[config.mk]
export PLATFORM = sky130hd
export DESIGN_NAME = rs_array_flat
export DESIGN_NICKNAME = d
export VERILOG_FILES = /design/src/rtl/rs_array_if.sv /design/src/rtl/rs_array.sv /design/src/flat_wrapper.sv
export SDC_FILE = /design/constraint.sdc
export NUM_CORES = 2
export LEC_CHECK = 0
export ABC_AREA = 1
export ABC_CLOCK_PERIOD_IN_PS = 7000
export BUFFER_PORTS_ARGS = -buffer_cell sky130_fd_sc_hd__buf_2
export CORE_ASPECT_RATIO = 1.4
export CORE_MARGIN = 5
export CORE_UTILIZATION = 30
export DETAILED_ROUTE_END_ITERATION = 10
export GPL_TIMING_DRIVEN = 0
export PLACE_DENSITY = 0.48
export SLEW_MARGIN = 10
export SYNTH_ARGS = -nofsm -noshare
export SYNTH_HDL_FRONTEND = slang
export SYNTH_SLANG_ARGS = --single-unit
export TNS_END_PERCENT = 20
[constraint.sdc]
create_clock -name clock -period 7 [get_ports clock]
set_input_delay 0.35 -clock clock [delete_from_list [all_inputs] [get_ports clock]]
set_output_delay 0.35 -clock clock [all_outputs]
set_load 0.02 [all_outputs]
[src/rtl/rs_array_if.sv]
// Dispatch / CDB / issue bundle for the rs_array reservation station.
// master drives dispatch, CDB, flush and issue-accept; slave is the station.
interface rs_array_if #(
  parameter int unsigned NUM_ENTRIES = 8,
  parameter int unsigned XLEN        = 32,
  parameter int unsigned TAG_W       = 5,
  parameter int unsigned PAYLOAD_W   = 64
) ();

  localparam int unsigned CNT_W = $clog2(NUM_ENTRIES + 1);

  // Dispatch
  logic                 dp_valid;
  logic                 dp_ready;
  logic [PAYLOAD_W-1:0] dp_payload;
  logic [TAG_W-1:0]     dp_dest_tag;
  logic                 dp_src1_ready;
  logic                 dp_src2_ready;
  logic [TAG_W-1:0]     dp_src1_tag;
  logic [TAG_W-1:0]     dp_src2_tag;
  logic [XLEN-1:0]      dp_src1_value;
  logic [XLEN-1:0]      dp_src2_value;

  // Common data bus broadcast and squash
  logic                 cdb_valid;
  logic [TAG_W-1:0]     cdb_tag;
  logic [XLEN-1:0]      cdb_value;
  logic                 flush;

  // Issue
  logic                 iss_valid;
  logic                 iss_ready;
  logic [PAYLOAD_W-1:0] iss_payload;
  logic [TAG_W-1:0]     iss_dest_tag;
  logic [XLEN-1:0]      iss_src1_value;
  logic [XLEN-1:0]      iss_src2_value;

  logic [CNT_W-1:0]     free_count;

  modport master (
    output dp_valid, dp_payload, dp_dest_tag,
           dp_src1_ready, dp_src2_ready, dp_src1_tag, dp_src2_tag,
           dp_src1_value, dp_src2_value,
           cdb_valid, cdb_tag, cdb_value, flush, iss_ready,
    input  dp_ready, iss_valid, iss_payload, iss_dest_tag,
           iss_src1_value, iss_src2_value, free_count
  );

  modport slave (
    input  dp_valid, dp_payload, dp_dest_tag,
           dp_src1_ready, dp_src2_ready, dp_src1_tag, dp_src2_tag,
           dp_src1_value, dp_src2_value,
           cdb_valid, cdb_tag, cdb_value, flush, iss_ready,
    output dp_ready, iss_valid, iss_payload, iss_dest_tag,
           iss_src1_value, iss_src2_value, free_count
  );

endinterface

[src/rtl/rs_array.sv]
// rs_array: N-entry unified reservation station.
// Allocates lowest free entry, wakes operands from the CDB (including same-cycle
// bypass at dispatch), and issues one ready entry per cycle over valid/ready.
// Optional macro RS_AGE_SELECT_EN: keep an age matrix and issue the oldest
// ready entry; otherwise the lowest-index ready entry is issued.
module rs_array #(
  parameter int unsigned NUM_ENTRIES = 8,
  parameter int unsigned XLEN        = 32,
  parameter int unsigned TAG_W       = 5,
  parameter int unsigned PAYLOAD_W   = 64
) (
  input  logic       clock,
  input  logic       reset_n,
  rs_array_if.slave  bus
);

  localparam int unsigned CNT_W = $clog2(NUM_ENTRIES + 1);
  localparam int unsigned IDX_W = $clog2(NUM_ENTRIES);

  // Entry state
  logic [NUM_ENTRIES-1:0] valid_q,  valid_d;
  logic [NUM_ENTRIES-1:0] s1_rdy_q, s1_rdy_d;
  logic [NUM_ENTRIES-1:0] s2_rdy_q, s2_rdy_d;
  logic [TAG_W-1:0]       s1_tag_q [NUM_ENTRIES];
  logic [TAG_W-1:0]       s1_tag_d [NUM_ENTRIES];
  logic [TAG_W-1:0]       s2_tag_q [NUM_ENTRIES];
  logic [TAG_W-1:0]       s2_tag_d [NUM_ENTRIES];
  logic [XLEN-1:0]        s1_val_q [NUM_ENTRIES];
  logic [XLEN-1:0]        s1_val_d [NUM_ENTRIES];
  logic [XLEN-1:0]        s2_val_q [NUM_ENTRIES];
  logic [XLEN-1:0]        s2_val_d [NUM_ENTRIES];
  logic [TAG_W-1:0]       dest_q   [NUM_ENTRIES];
  logic [TAG_W-1:0]       dest_d   [NUM_ENTRIES];
  logic [PAYLOAD_W-1:0]   pay_q    [NUM_ENTRIES];
  logic [PAYLOAD_W-1:0]   pay_d    [NUM_ENTRIES];

  // Occupancy status, registered from the next-state valid vector
  logic [CNT_W-1:0]       free_cnt_q, free_cnt_d;
  logic                   dp_ready_q, dp_ready_d;
  logic [CNT_W-1:0]       busy_cnt;

  logic [NUM_ENTRIES-1:0] cand;
  logic                   any_cand;
  logic [IDX_W-1:0]       sel_idx;
  logic [IDX_W-1:0]       alloc_idx;
  logic                   iss_valid_c;
  logic                   iss_fire;
  logic                   dp_fire;

  assign cand        = valid_q & s1_rdy_q & s2_rdy_q;
  assign any_cand    = |cand;
  assign iss_valid_c = any_cand && !bus.flush;
  assign iss_fire    = iss_valid_c && bus.iss_ready;
  assign dp_fire     = bus.dp_valid && dp_ready_q && !bus.flush;

  // Lowest-index free entry (descending scan so the lowest wins)
  always_comb begin
    alloc_idx = '0;
    for (int i = NUM_ENTRIES - 1; i >= 0; i--) begin
      if (!valid_q[i]) alloc_idx = IDX_W'(i);
    end
  end

`ifdef RS_AGE_SELECT_EN
  // age_q[j][i] set means entry j was dispatched before entry i
  logic [NUM_ENTRIES-1:0][NUM_ENTRIES-1:0] age_q, age_d;
  logic [NUM_ENTRIES-1:0]                  blocked;

  // A candidate is blocked when some older entry is also a candidate
  always_comb begin
    blocked = '0;
    for (int i = 0; i < NUM_ENTRIES; i++) begin
      for (int j = 0; j < NUM_ENTRIES; j++) begin
        if (j != i && cand[j] && age_q[j][i]) blocked[i] = 1'b1;
      end
    end
  end

  // Oldest ready entry; exactly one unblocked candidate exists
  always_comb begin
    sel_idx = '0;
    for (int i = NUM_ENTRIES - 1; i >= 0; i--) begin
      if (cand[i] && !blocked[i]) sel_idx = IDX_W'(i);
    end
  end

  // New entry becomes younger than every other slot; flush clears order
  always_comb begin
    age_d = age_q;
    if (dp_fire) begin
      for (int j = 0; j < NUM_ENTRIES; j++) begin
        age_d[alloc_idx][j] = 1'b0;
        age_d[j][alloc_idx] = 1'b1;
      end
      age_d[alloc_idx][alloc_idx] = 1'b0;
    end
    if (bus.flush) age_d = '0;
  end

  // Age matrix register
  always_ff @(posedge clock or negedge reset_n) begin
    if (!reset_n) age_q <= '0;
    else          age_q <= age_d;
  end
`else
  // Lowest-index ready entry
  always_comb begin
    sel_idx = '0;
    for (int i = NUM_ENTRIES - 1; i >= 0; i--) begin
      if (cand[i]) sel_idx = IDX_W'(i);
    end
  end
`endif

  // Next entry state: wakeup, issue free, allocation with CDB bypass, flush
  always_comb begin
    valid_d  = valid_q;
    s1_rdy_d = s1_rdy_q;
    s2_rdy_d = s2_rdy_q;
    s1_tag_d = s1_tag_q;
    s2_tag_d = s2_tag_q;
    s1_val_d = s1_val_q;
    s2_val_d = s2_val_q;
    dest_d   = dest_q;
    pay_d    = pay_q;

    for (int i = 0; i < NUM_ENTRIES; i++) begin
      if (valid_q[i] && bus.cdb_valid) begin
        if (!s1_rdy_q[i] && (s1_tag_q[i] == bus.cdb_tag)) begin
          s1_rdy_d[i] = 1'b1;
          s1_val_d[i] = bus.cdb_value;
        end
        if (!s2_rdy_q[i] && (s2_tag_q[i] == bus.cdb_tag)) begin
          s2_rdy_d[i] = 1'b1;
          s2_val_d[i] = bus.cdb_value;
        end
      end
    end

    if (iss_fire) valid_d[sel_idx] = 1'b0;

    if (dp_fire) begin
      valid_d[alloc_idx]  = 1'b1;
      pay_d[alloc_idx]    = bus.dp_payload;
      dest_d[alloc_idx]   = bus.dp_dest_tag;
      s1_tag_d[alloc_idx] = bus.dp_src1_tag;
      s2_tag_d[alloc_idx] = bus.dp_src2_tag;
      if (bus.dp_src1_ready) begin
        s1_rdy_d[alloc_idx] = 1'b1;
        s1_val_d[alloc_idx] = bus.dp_src1_value;
      end else if (bus.cdb_valid && (bus.cdb_tag == bus.dp_src1_tag)) begin
        s1_rdy_d[alloc_idx] = 1'b1;
        s1_val_d[alloc_idx] = bus.cdb_value;
      end else begin
        s1_rdy_d[alloc_idx] = 1'b0;
        s1_val_d[alloc_idx] = '0;
      end
      if (bus.dp_src2_ready) begin
        s2_rdy_d[alloc_idx] = 1'b1;
        s2_val_d[alloc_idx] = bus.dp_src2_value;
      end else if (bus.cdb_valid && (bus.cdb_tag == bus.dp_src2_tag)) begin
        s2_rdy_d[alloc_idx] = 1'b1;
        s2_val_d[alloc_idx] = bus.cdb_value;
      end else begin
        s2_rdy_d[alloc_idx] = 1'b0;
        s2_val_d[alloc_idx] = '0;
      end
    end

    if (bus.flush) valid_d = '0;
  end

  // Free count and dispatch-ready derived from the next valid vector
  always_comb begin
    busy_cnt = '0;
    for (int i = 0; i < NUM_ENTRIES; i++) begin
      busy_cnt = busy_cnt + CNT_W'(valid_d[i]);
    end
    free_cnt_d = CNT_W'(NUM_ENTRIES) - busy_cnt;
    dp_ready_d = (free_cnt_d != '0);
  end

  // Entry and status registers
  always_ff @(posedge clock or negedge reset_n) begin
    if (!reset_n) begin
      valid_q    <= '0;
      s1_rdy_q   <= '0;
      s2_rdy_q   <= '0;
      free_cnt_q <= CNT_W'(NUM_ENTRIES);
      dp_ready_q <= 1'b1;
      for (int i = 0; i < NUM_ENTRIES; i++) begin
        s1_tag_q[i] <= '0;
        s2_tag_q[i] <= '0;
        s1_val_q[i] <= '0;
        s2_val_q[i] <= '0;
        dest_q[i]   <= '0;
        pay_q[i]    <= '0;
      end
    end else begin
      valid_q    <= valid_d;
      s1_rdy_q   <= s1_rdy_d;
      s2_rdy_q   <= s2_rdy_d;
      free_cnt_q <= free_cnt_d;
      dp_ready_q <= dp_ready_d;
      s1_tag_q   <= s1_tag_d;
      s2_tag_q   <= s2_tag_d;
      s1_val_q   <= s1_val_d;
      s2_val_q   <= s2_val_d;
      dest_q     <= dest_d;
      pay_q      <= pay_d;
    end
  end

  // Issue outputs: selected entry, zeroed when nothing is issuable
  always_comb begin
    bus.iss_valid      = iss_valid_c;
    bus.iss_payload    = '0;
    bus.iss_dest_tag   = '0;
    bus.iss_src1_value = '0;
    bus.iss_src2_value = '0;
    if (iss_valid_c) begin
      bus.iss_payload    = pay_q[sel_idx];
      bus.iss_dest_tag   = dest_q[sel_idx];
      bus.iss_src1_value = s1_val_q[sel_idx];
      bus.iss_src2_value = s2_val_q[sel_idx];
    end
  end

  assign bus.dp_ready   = dp_ready_q;
  assign bus.free_count = free_cnt_q;

endmodule

[src/flat_wrapper.sv]
// flat-port wrapper written by rule: the top's interface ports become plain ports
module rs_array_flat 
#(
  parameter int unsigned NUM_ENTRIES = 8,
  parameter int unsigned XLEN        = 32,
  parameter int unsigned TAG_W       = 5,
  parameter int unsigned PAYLOAD_W   = 64
)
  (clock, reset_n, bus_dp_valid, bus_dp_payload, bus_dp_dest_tag, bus_dp_src1_ready, bus_dp_src2_ready, bus_dp_src1_tag, bus_dp_src2_tag, bus_dp_src1_value, bus_dp_src2_value, bus_cdb_valid, bus_cdb_tag, bus_cdb_value, bus_flush, bus_iss_ready, bus_dp_ready, bus_iss_valid, bus_iss_payload, bus_iss_dest_tag, bus_iss_src1_value, bus_iss_src2_value, bus_free_count);
  rs_array_if #(.NUM_ENTRIES(NUM_ENTRIES), .XLEN(XLEN), .TAG_W(TAG_W), .PAYLOAD_W(PAYLOAD_W)) bus_i ();
  input  logic clock;
  input  logic reset_n;
  input wire logic [$bits(bus_i.dp_valid)-1:0] bus_dp_valid;
  input wire logic [$bits(bus_i.dp_payload)-1:0] bus_dp_payload;
  input wire logic [$bits(bus_i.dp_dest_tag)-1:0] bus_dp_dest_tag;
  input wire logic [$bits(bus_i.dp_src1_ready)-1:0] bus_dp_src1_ready;
  input wire logic [$bits(bus_i.dp_src2_ready)-1:0] bus_dp_src2_ready;
  input wire logic [$bits(bus_i.dp_src1_tag)-1:0] bus_dp_src1_tag;
  input wire logic [$bits(bus_i.dp_src2_tag)-1:0] bus_dp_src2_tag;
  input wire logic [$bits(bus_i.dp_src1_value)-1:0] bus_dp_src1_value;
  input wire logic [$bits(bus_i.dp_src2_value)-1:0] bus_dp_src2_value;
  input wire logic [$bits(bus_i.cdb_valid)-1:0] bus_cdb_valid;
  input wire logic [$bits(bus_i.cdb_tag)-1:0] bus_cdb_tag;
  input wire logic [$bits(bus_i.cdb_value)-1:0] bus_cdb_value;
  input wire logic [$bits(bus_i.flush)-1:0] bus_flush;
  input wire logic [$bits(bus_i.iss_ready)-1:0] bus_iss_ready;
  output wire logic [$bits(bus_i.dp_ready)-1:0] bus_dp_ready;
  output wire logic [$bits(bus_i.iss_valid)-1:0] bus_iss_valid;
  output wire logic [$bits(bus_i.iss_payload)-1:0] bus_iss_payload;
  output wire logic [$bits(bus_i.iss_dest_tag)-1:0] bus_iss_dest_tag;
  output wire logic [$bits(bus_i.iss_src1_value)-1:0] bus_iss_src1_value;
  output wire logic [$bits(bus_i.iss_src2_value)-1:0] bus_iss_src2_value;
  output wire logic [$bits(bus_i.free_count)-1:0] bus_free_count;
  assign bus_i.dp_valid = bus_dp_valid;
  assign bus_i.dp_payload = bus_dp_payload;
  assign bus_i.dp_dest_tag = bus_dp_dest_tag;
  assign bus_i.dp_src1_ready = bus_dp_src1_ready;
  assign bus_i.dp_src2_ready = bus_dp_src2_ready;
  assign bus_i.dp_src1_tag = bus_dp_src1_tag;
  assign bus_i.dp_src2_tag = bus_dp_src2_tag;
  assign bus_i.dp_src1_value = bus_dp_src1_value;
  assign bus_i.dp_src2_value = bus_dp_src2_value;
  assign bus_i.cdb_valid = bus_cdb_valid;
  assign bus_i.cdb_tag = bus_cdb_tag;
  assign bus_i.cdb_value = bus_cdb_value;
  assign bus_i.flush = bus_flush;
  assign bus_i.iss_ready = bus_iss_ready;
  assign bus_dp_ready = bus_i.dp_ready;
  assign bus_iss_valid = bus_i.iss_valid;
  assign bus_iss_payload = bus_i.iss_payload;
  assign bus_iss_dest_tag = bus_i.iss_dest_tag;
  assign bus_iss_src1_value = bus_i.iss_src1_value;
  assign bus_iss_src2_value = bus_i.iss_src2_value;
  assign bus_free_count = bus_i.free_count;
  rs_array #(.NUM_ENTRIES(NUM_ENTRIES), .XLEN(XLEN), .TAG_W(TAG_W), .PAYLOAD_W(PAYLOAD_W)) u_core (.clock(clock), .reset_n(reset_n), .bus(bus_i));
endmodule
-- After elaboration in Yosys (flattened, before gate mapping)
Index checks and enable logic that the tools add are counted.
- word-level logic and storage cells: 282
- bits of input ports: 188
- register bits: 1173
- output and inout bits: 139
- add/sub/neg operators: 8
- eq/ne operators: 18
- reductions and logical operators: 52
- magnitude comparators: 7
- bitwise logic cells: 15
- muxes and demuxes: 129
- operators with widths (cell ; number):
    $mux 256 ; 6
    $mux 32 ; 39
    $bwmux 256 ; 4
    $and 256x256->256 ; 2
    $bwmux 512 ; 1
    $mux 64 ; 4
    $not 256->256 ; 1
    $bmux 32 s3 ; 2
    $bmux 64 s3 ; 1
    $demux 64 s3 ; 1
    $bwmux 40 ; 3
    $demux 32 s3 ; 1
    $eq 5x5->1 ; 18
    $mux 8 ; 9
    $mux 3 ; 16
    $and 8x8->8 ; 5
    $mux 1 ; 34
    $logic_and 1x1->1 ; 33
    $add 4x1->4 ; 6
    $or 8x8->8 ; 3
    $mux 5 ; 4
    $logic_not 1->1 ; 17
    $not 8->8 ; 2
    $bmux 5 s3 ; 1
    11 further kinds ; 16

-- Longest topological paths before layout
- word-level depth: 29
- mapped depth: 25
- depth with buffers taken out: 24

-- Worst setup path before layout
OpenSTA, ideal clock, no wires.
- path type: register -> register
- start: register u_core.dp_ready_q (netlist: u_core.bus.dp_ready)
- end: register u_core.dp_ready_q (netlist: u_core.bus.dp_ready)
- period minus slack after synthesis: 3.834 ns
- data required time: 6.906 ns
- path buffers: 2
- slack: 3.166 ns
- arrival: 3.739 ns
- setup time: 0.094 ns
- stages on the path, launching flop included: 16
- cells stage by stage: dfstp_2 > nand3_1 > inv_1 > o211ai_1 > nor2_2 > inv_2 > buf_2 > buf_2 > a21oi_1 > ha_1 > ha_1 > inv_1 > fa_1 > fa_1 > ha_1 > or4_1
- cells in the longest elaborated chain, start to end: 13
- RTL lines (element ; line ; source):
    from (decl) ; rs_array.sv:39 ; logic dp_ready_q, dp_ready_d;
    from (signal assigned) ; rs_array.sv:204 ; dp_ready_q <= dp_ready_d;
    $logic_and 1x1->1 (2 in a row) ; rs_array.sv:54 ; assign dp_fire = bus.dp_valid && dp_ready_q && !bus.flush;
    $mux 8 ; rs_array.sv:142 ; if (dp_fire) begin
    $mux 8 ; rs_array.sv:170 ; if (bus.flush) valid_d = '0;
    net u_core.valid_d[1] ; rs_array.sv:21 ; logic [NUM_ENTRIES-1:0] valid_q, valid_d;
    $add 1x1->2 ; rs_array.sv:177 ; busy_cnt = busy_cnt + CNT_W'(valid_d[i]);
    $add 4x1->4 (6 in a row) ; rs_array.sv:177 ;
    $sub 4x4->4 ; rs_array.sv:179 ; free_cnt_d = CNT_W'(NUM_ENTRIES) - busy_cnt;
    net u_core.free_cnt_d[2] ; rs_array.sv:38 ; logic [CNT_W-1:0] free_cnt_q, free_cnt_d;
    $reduce_bool 4->1 ; rs_array.sv:180 ; dp_ready_d = (free_cnt_d != '0);
    net u_core.dp_ready_d ; rs_array.sv:39 ;
The timed path passes the listed nets, and every way through them passes these cells.
A chain may end at the register's enable or synchronous reset.

-- Worst setup path after layout
- start: register u_core.valid_q[3]
- end: output bus_iss_dest_tag[2]
- cells in the longest elaborated chain, start to end: 11
- elaborated cells on any way between the ends: 13
- those cells by class: mux: 8; bitwise: 3; reduce/logical: 2
- RTL lines (element ; line ; source):
    from (decl) ; rs_array.sv:21 ;
    from (signal assigned) ; rs_array.sv:200 ; valid_q <= valid_d;
    $and 8x8->8 (*) (2 in a row) ; rs_array.sv:50 ; assign cand = valid_q & s1_rdy_q & s2_rdy_q;
    $mux 3 (4 in a row) ; rs_array.sv:110 ; if (cand[i]) sel_idx = IDX_W'(i);
    $not 3->4 (not written as such) ; rs_array.sv:223 ; bus.iss_dest_tag = dest_q[sel_idx];
    $bmux 5 s3 ; rs_array.sv:223 ;
    $mux 5 (not written as such) (2 in a row) ; rs_array.sv:223 ;
    $mux 5 (*) ; rs_array.sv:221 ; if (iss_valid_c) begin
    to (decl) ; flat_wrapper.sv:30 ; output wire logic [$bits(bus_i.iss_dest_tag)-1:0] bus_iss_dest_tag;
Mark *: on every way between the ends. The rest lies on a longest branch, timed or not. The select of a mux whose other input is x is not followed.

==> metrics.md <==
| Metric | Value |
|---|---|
| Outcome | `complete, no violations` |
| Via count of the routed design | `67200` |
| Maxcap violations | `0` |
| Lkg Pwr | `35.9 nW` |
| Count of clock tree sinks | `1173` |
| Highest Clock Rate | `169 MHz` |
| Met2 usage in global routing | `0.504` |
| Peak supply drop | `0.183 mV` |
| Number of global-route vias before repair | `64000` |
| Die height | `556 um` |
| Number of fillers in the final layout | `23100` |
| Pre-antenna DRT Iters | `8` |
| Buffer levels on the longest clock path | `4` |
| Final GP Congestion | `0.987` |
| Number of rows created at floorplan | `200` |
| Setup CP Type | `reg2out` |
| Clock-pin slew on the worst setup and hold paths | `0.06 ns` |
| Floorplan Core Area | `212000 sq um` |
| CP max FO | `17` |
| Warnings from Yosys | `0` |
| Post-synth ARST share | `1.00` |
| Count of distinct cell types in the synthesized netlist | `38` |
| Final setup violation count | `0` |
| Worst-margin pin slew | `1.43 ns` |
| Post-layout min period | `5.92 ns` |
| Number of standard cells after synthesis | `8900` |
| Total Routing Usage GR | `0.318` |
| Post-synth EDFFs | `0` |
| Sequential cell area fraction in the yosys report | `0.460` |
| Number of levels in the clock H-tree | `4` |
| TNS Setup | `0 ns` |
| Max-slew headroom at the worst pin | `0.0490` |
| Number of pins with negative max-slew slack in the final report | `0` |
| DP HPWL | `262000 um` |
| CTS Buf Count | `145` |
| Total power per unit cell area | `243 nW/um^2` |
| Grt met3 use | `0.0763` |
| Mapped Avg Cell Area | `7.17 sq um` |
| Skew final | `0.0617 ns` |
| Critical Path RT | `6.65 ns` |
| Summed area of non-filler cells in the final layout | `74800 sq um` |
| Clock Root Buffer | `sky130_fd_sc_hd__clkbuf_16` |
| Vias/cell | `5.41` |
| Global-route wire length before repair | `502000 um` |
| Later-pin clock latency in the skew report | `0.84 ns` |
| Area post-placement | `69300 sq um` |
| Final Hold Vio Count | `0` |
| Share of the cycle needed by the critical path after routing | `0.845` |
| Number of antenna-violating nets in the routed design | `0` |
| Layout Area Growth over Synthesis | `17.2%` |
| Initial Util | `0.301` |
| Area of the mapped netlist | `63800 sq um` |
| Crit. End Element | `primary output` |
| Clock tree from TritonCTS | `yes` |
| Number of DRC markers in iteration 0 | `8707` |
| Total Wirelength | `366000 um` |
| Layout cells sized above 1 | `0.0977` |
| Top flip-flop cell by instance count after synthesis | `sky130_fd_sc_hd__dfrtp_1` |
| Area enclosed by the die boundary | `222000 sq um` |
| Net count after synthesis | `9099` |
| Overflow after GRT | `0` |
| Detailed-route DRC error count | `0` |
| CTS resizes | `0` |
| Antenna violations before repair | `26` |
| Number of I/O port buffers | `318` |
| Met1 Use GR | `0.378` |
| Horizontal die dimension | `400 um` |
| Pin count of the biggest net entering global routing | `140` |
| FF+latch count, synth | `1173` |
| Signal arrival time at the worst endpoint | `5.57 ns` |
| Boundary Pins | `327` |
| Average routed wire per standard cell | `29.4 um` |
| Min-delay worst type | `in2reg` |
| Final #Nets | `9650` |
| Worst Setup Start Kind | `flop` |
| Most crowded layer after global routing | `met2` |
| Unrepaired setup endpoints after global routing | `no` |
-- metrics by stage --
stage | hold slack (ns) | utilization | instances | worst slack [ns] | power, mW
4_1_cts | 0.00245 | 0.353 | 12400 | 1.24 | 18.2
3_3_place_gp | 0.456 | 0.325 | 12000 | -23.28 | 10.4
6_report | 0.0258 | 0.353 | 12400 | 1.08 | 18.2
5_1_grt | 0.0499 | 0.353 | 12400 | 1.11 | 18.8
2_1_floorplan | 0.0544 | - | 8900 | 3.17 | 9.21
3_5_place_dp | 0.413 | 0.327 | 12100 | 1.18 | 10.4
-- per-layer routing --
metal	part of all wire	vias up
met5	0.00020	-
met4	0.082	12
met3	0.090	1090
met2	0.45	3883
met1	0.37	32900
li1	-	29300
-- worst max-delay path: stages (launching register included) --
cell and delay [ns]:
sky130_fd_sc_hd__dfrtp_1 0.49, sky130_fd_sc_hd__nand3_1 0.21, sky130_fd_sc_hd__nand2_2 0.30, sky130_fd_sc_hd__nor2_4 0.27, sky130_fd_sc_hd__buf_6 0.27, sky130_fd_sc_hd__nand2_1 0.22
sky130_fd_sc_hd__nand2_1 1.03, sky130_fd_sc_hd__buf_2 0.90, sky130_fd_sc_hd__buf_2 0.52, sky130_fd_sc_hd__nor2_1 0.26, sky130_fd_sc_hd__buf_2 0.23
-- kinds of logic (layout without fill, tap and decap cells) --
kind of cell,count (synthesis),count (layout),synth area share
flops,1173,1173,0.460
buf+inv,1518,2170,0.0963
compound gates,1517,1517,0.121
fa+ha+maj,11,11,0.00251
simple gates,4623,4623,0.312
xor+xnor,58,58,0.00796
other cells,0,34,0
-- Yosys cell counts, types with 2 or more instances --
master / count / area [sq um]
sky130_fd_sc_hd__nand2_1: 2721 / 10200
sky130_fd_sc_hd__o21ai_0: 1205 / 6030
sky130_fd_sc_hd__dfrtp_1: 1171 / 29300
sky130_fd_sc_hd__inv_1: 852 / 3200
sky130_fd_sc_hd__nor2_1: 765 / 2870
sky130_fd_sc_hd__nand3_1: 625 / 3130
sky130_fd_sc_hd__nand3b_1: 398 / 2990
sky130_fd_sc_hd__clkbuf_1: 317 / 1190
sky130_fd_sc_hd__buf_2: 266 / 1330
sky130_fd_sc_hd__o21ai_1: 216 / 1080
sky130_fd_sc_hd__o211ai_1: 49 / 368
sky130_fd_sc_hd__buf_1: 47 / 176
sky130_fd_sc_hd__xor2_1: 44 / 385
sky130_fd_sc_hd__nor3_1: 40 / 200
sky130_fd_sc_hd__or2_2: 39 / 244
sky130_fd_sc_hd__a21oi_1: 35 / 175
sky130_fd_sc_hd__buf_4: 16 / 120
sky130_fd_sc_hd__xnor2_1: 14 / 123
sky130_fd_sc_hd__nand4_1: 12 / 75.1
sky130_fd_sc_hd__inv_2: 11 / 41.3
sky130_fd_sc_hd__nand2_2: 9 / 56.3
sky130_fd_sc_hd__ha_1: 8 / 100
sky130_fd_sc_hd__buf_6: 7 / 78.8
sky130_fd_sc_hd__nand3_2: 6 / 60.1
sky130_fd_sc_hd__o22ai_1: 4 / 25.0
sky130_fd_sc_hd__fa_1: 3 / 60.1
sky130_fd_sc_hd__o21a_1: 3 / 22.5
sky130_fd_sc_hd__clkbuf_2: 2 / 10.0
sky130_fd_sc_hd__dfstp_2: 2 / 52.6
sky130_fd_sc_hd__nor2_2: 2 / 12.5
sky130_fd_sc_hd__nor2_4: 2 / 22.5
sky130_fd_sc_hd__nor3_2: 2 / 20.0
sky130_fd_sc_hd__o31ai_1: 2 / 15.0
-- timing repair --
item                                   in CTS  in global routing
endpoints found under the hold margin     579                  0
hold buffers                               76                  0
setup buffers                               0                  0
-- where the power goes --
part	total, mW	switching, mW	internal, mW
Combinational	2.80	1.92	0.874
Clock	7.80	3.28	4.51
Sequential	7.60	0.267	7.33
-- sequential cells by signal (all words and copies together) (netlist names) --
register,cells
u_core.s2_val_q,256
u_core.s1_rdy_q,8
u_core.s2_tag_q,40
u_core.s1_val_q,256
u_core.bus.dp_ready,1
u_core.s2_rdy_q,8
u_core.bus.free_count,4
u_core.valid_q,8
u_core.pay_q,512
u_core.dest_q,40
u_core.s1_tag_q,40
-- layout by cell type (no fill, tap or decap), drive strengths merged --
cell         count
nand2         2731
o21ai         1422
dfrtp         1171
inv            865
nor2           769
buf            664
nand3          631
clkbuf         536
nand3b         398
dlygate4sd3     76
o211ai          49
xor2            44
nor3            42
or2             39
a21oi           35
diode           34
clkinv          19
xnor2           14
nand4           12
ha               8
clkinvlp         5
bufinv           5
o22ai            4
o21a             3
fa               3
o31ai            2
dfstp            2
o21bai           1
a21boi           1
or4              1
-- final timing paths --
kind / slack (ns) / end / from / cells past startpoint
max in group asynchronous: 4.59 / u_core.s2_val_q[123]$_DFF_PN0_ / reset_n / 5
min reg2reg: 0.47 / u_core.pay_q[145]$_DFFE_PN0P_ / u_core.pay_q[145]$_DFFE_PN0P_ / 2
max reg2reg: 1.15 / u_core.bus.dp_ready$_DFF_PN1_ / u_core.valid_q[4]$_DFF_PN0_ / 16
min in group asynchronous: 0.13 / u_core.pay_q[498]$_DFFE_PN0P_ / reset_n / 2
max: 1.08 / bus_iss_dest_tag[2] / u_core.valid_q[3]$_DFF_PN0_ / 10
min: 0.03 / u_core.pay_q[195]$_DFFE_PN0P_ / bus_dp_payload[3] / 3
-- final cells by class --
class / count / area [sq um] / area share
diodes: 34 / 85.1 / 0.00114
plain buffers: 655 / 2930 / 0.0391
clock buffers: 217 / 4400 / 0.0588
clock inverters: 31 / 304 / 0.00406
inverters: 863 / 3240 / 0.0433
multi-input cells: 6209 / 28300 / 0.379
flip-flops and latches: 1173 / 29400 / 0.392
well taps: 2828 / 3540 / 0.0473
repair buffers: 404 / 2630 / 0.0352
(Power assumes the default switching activity.)
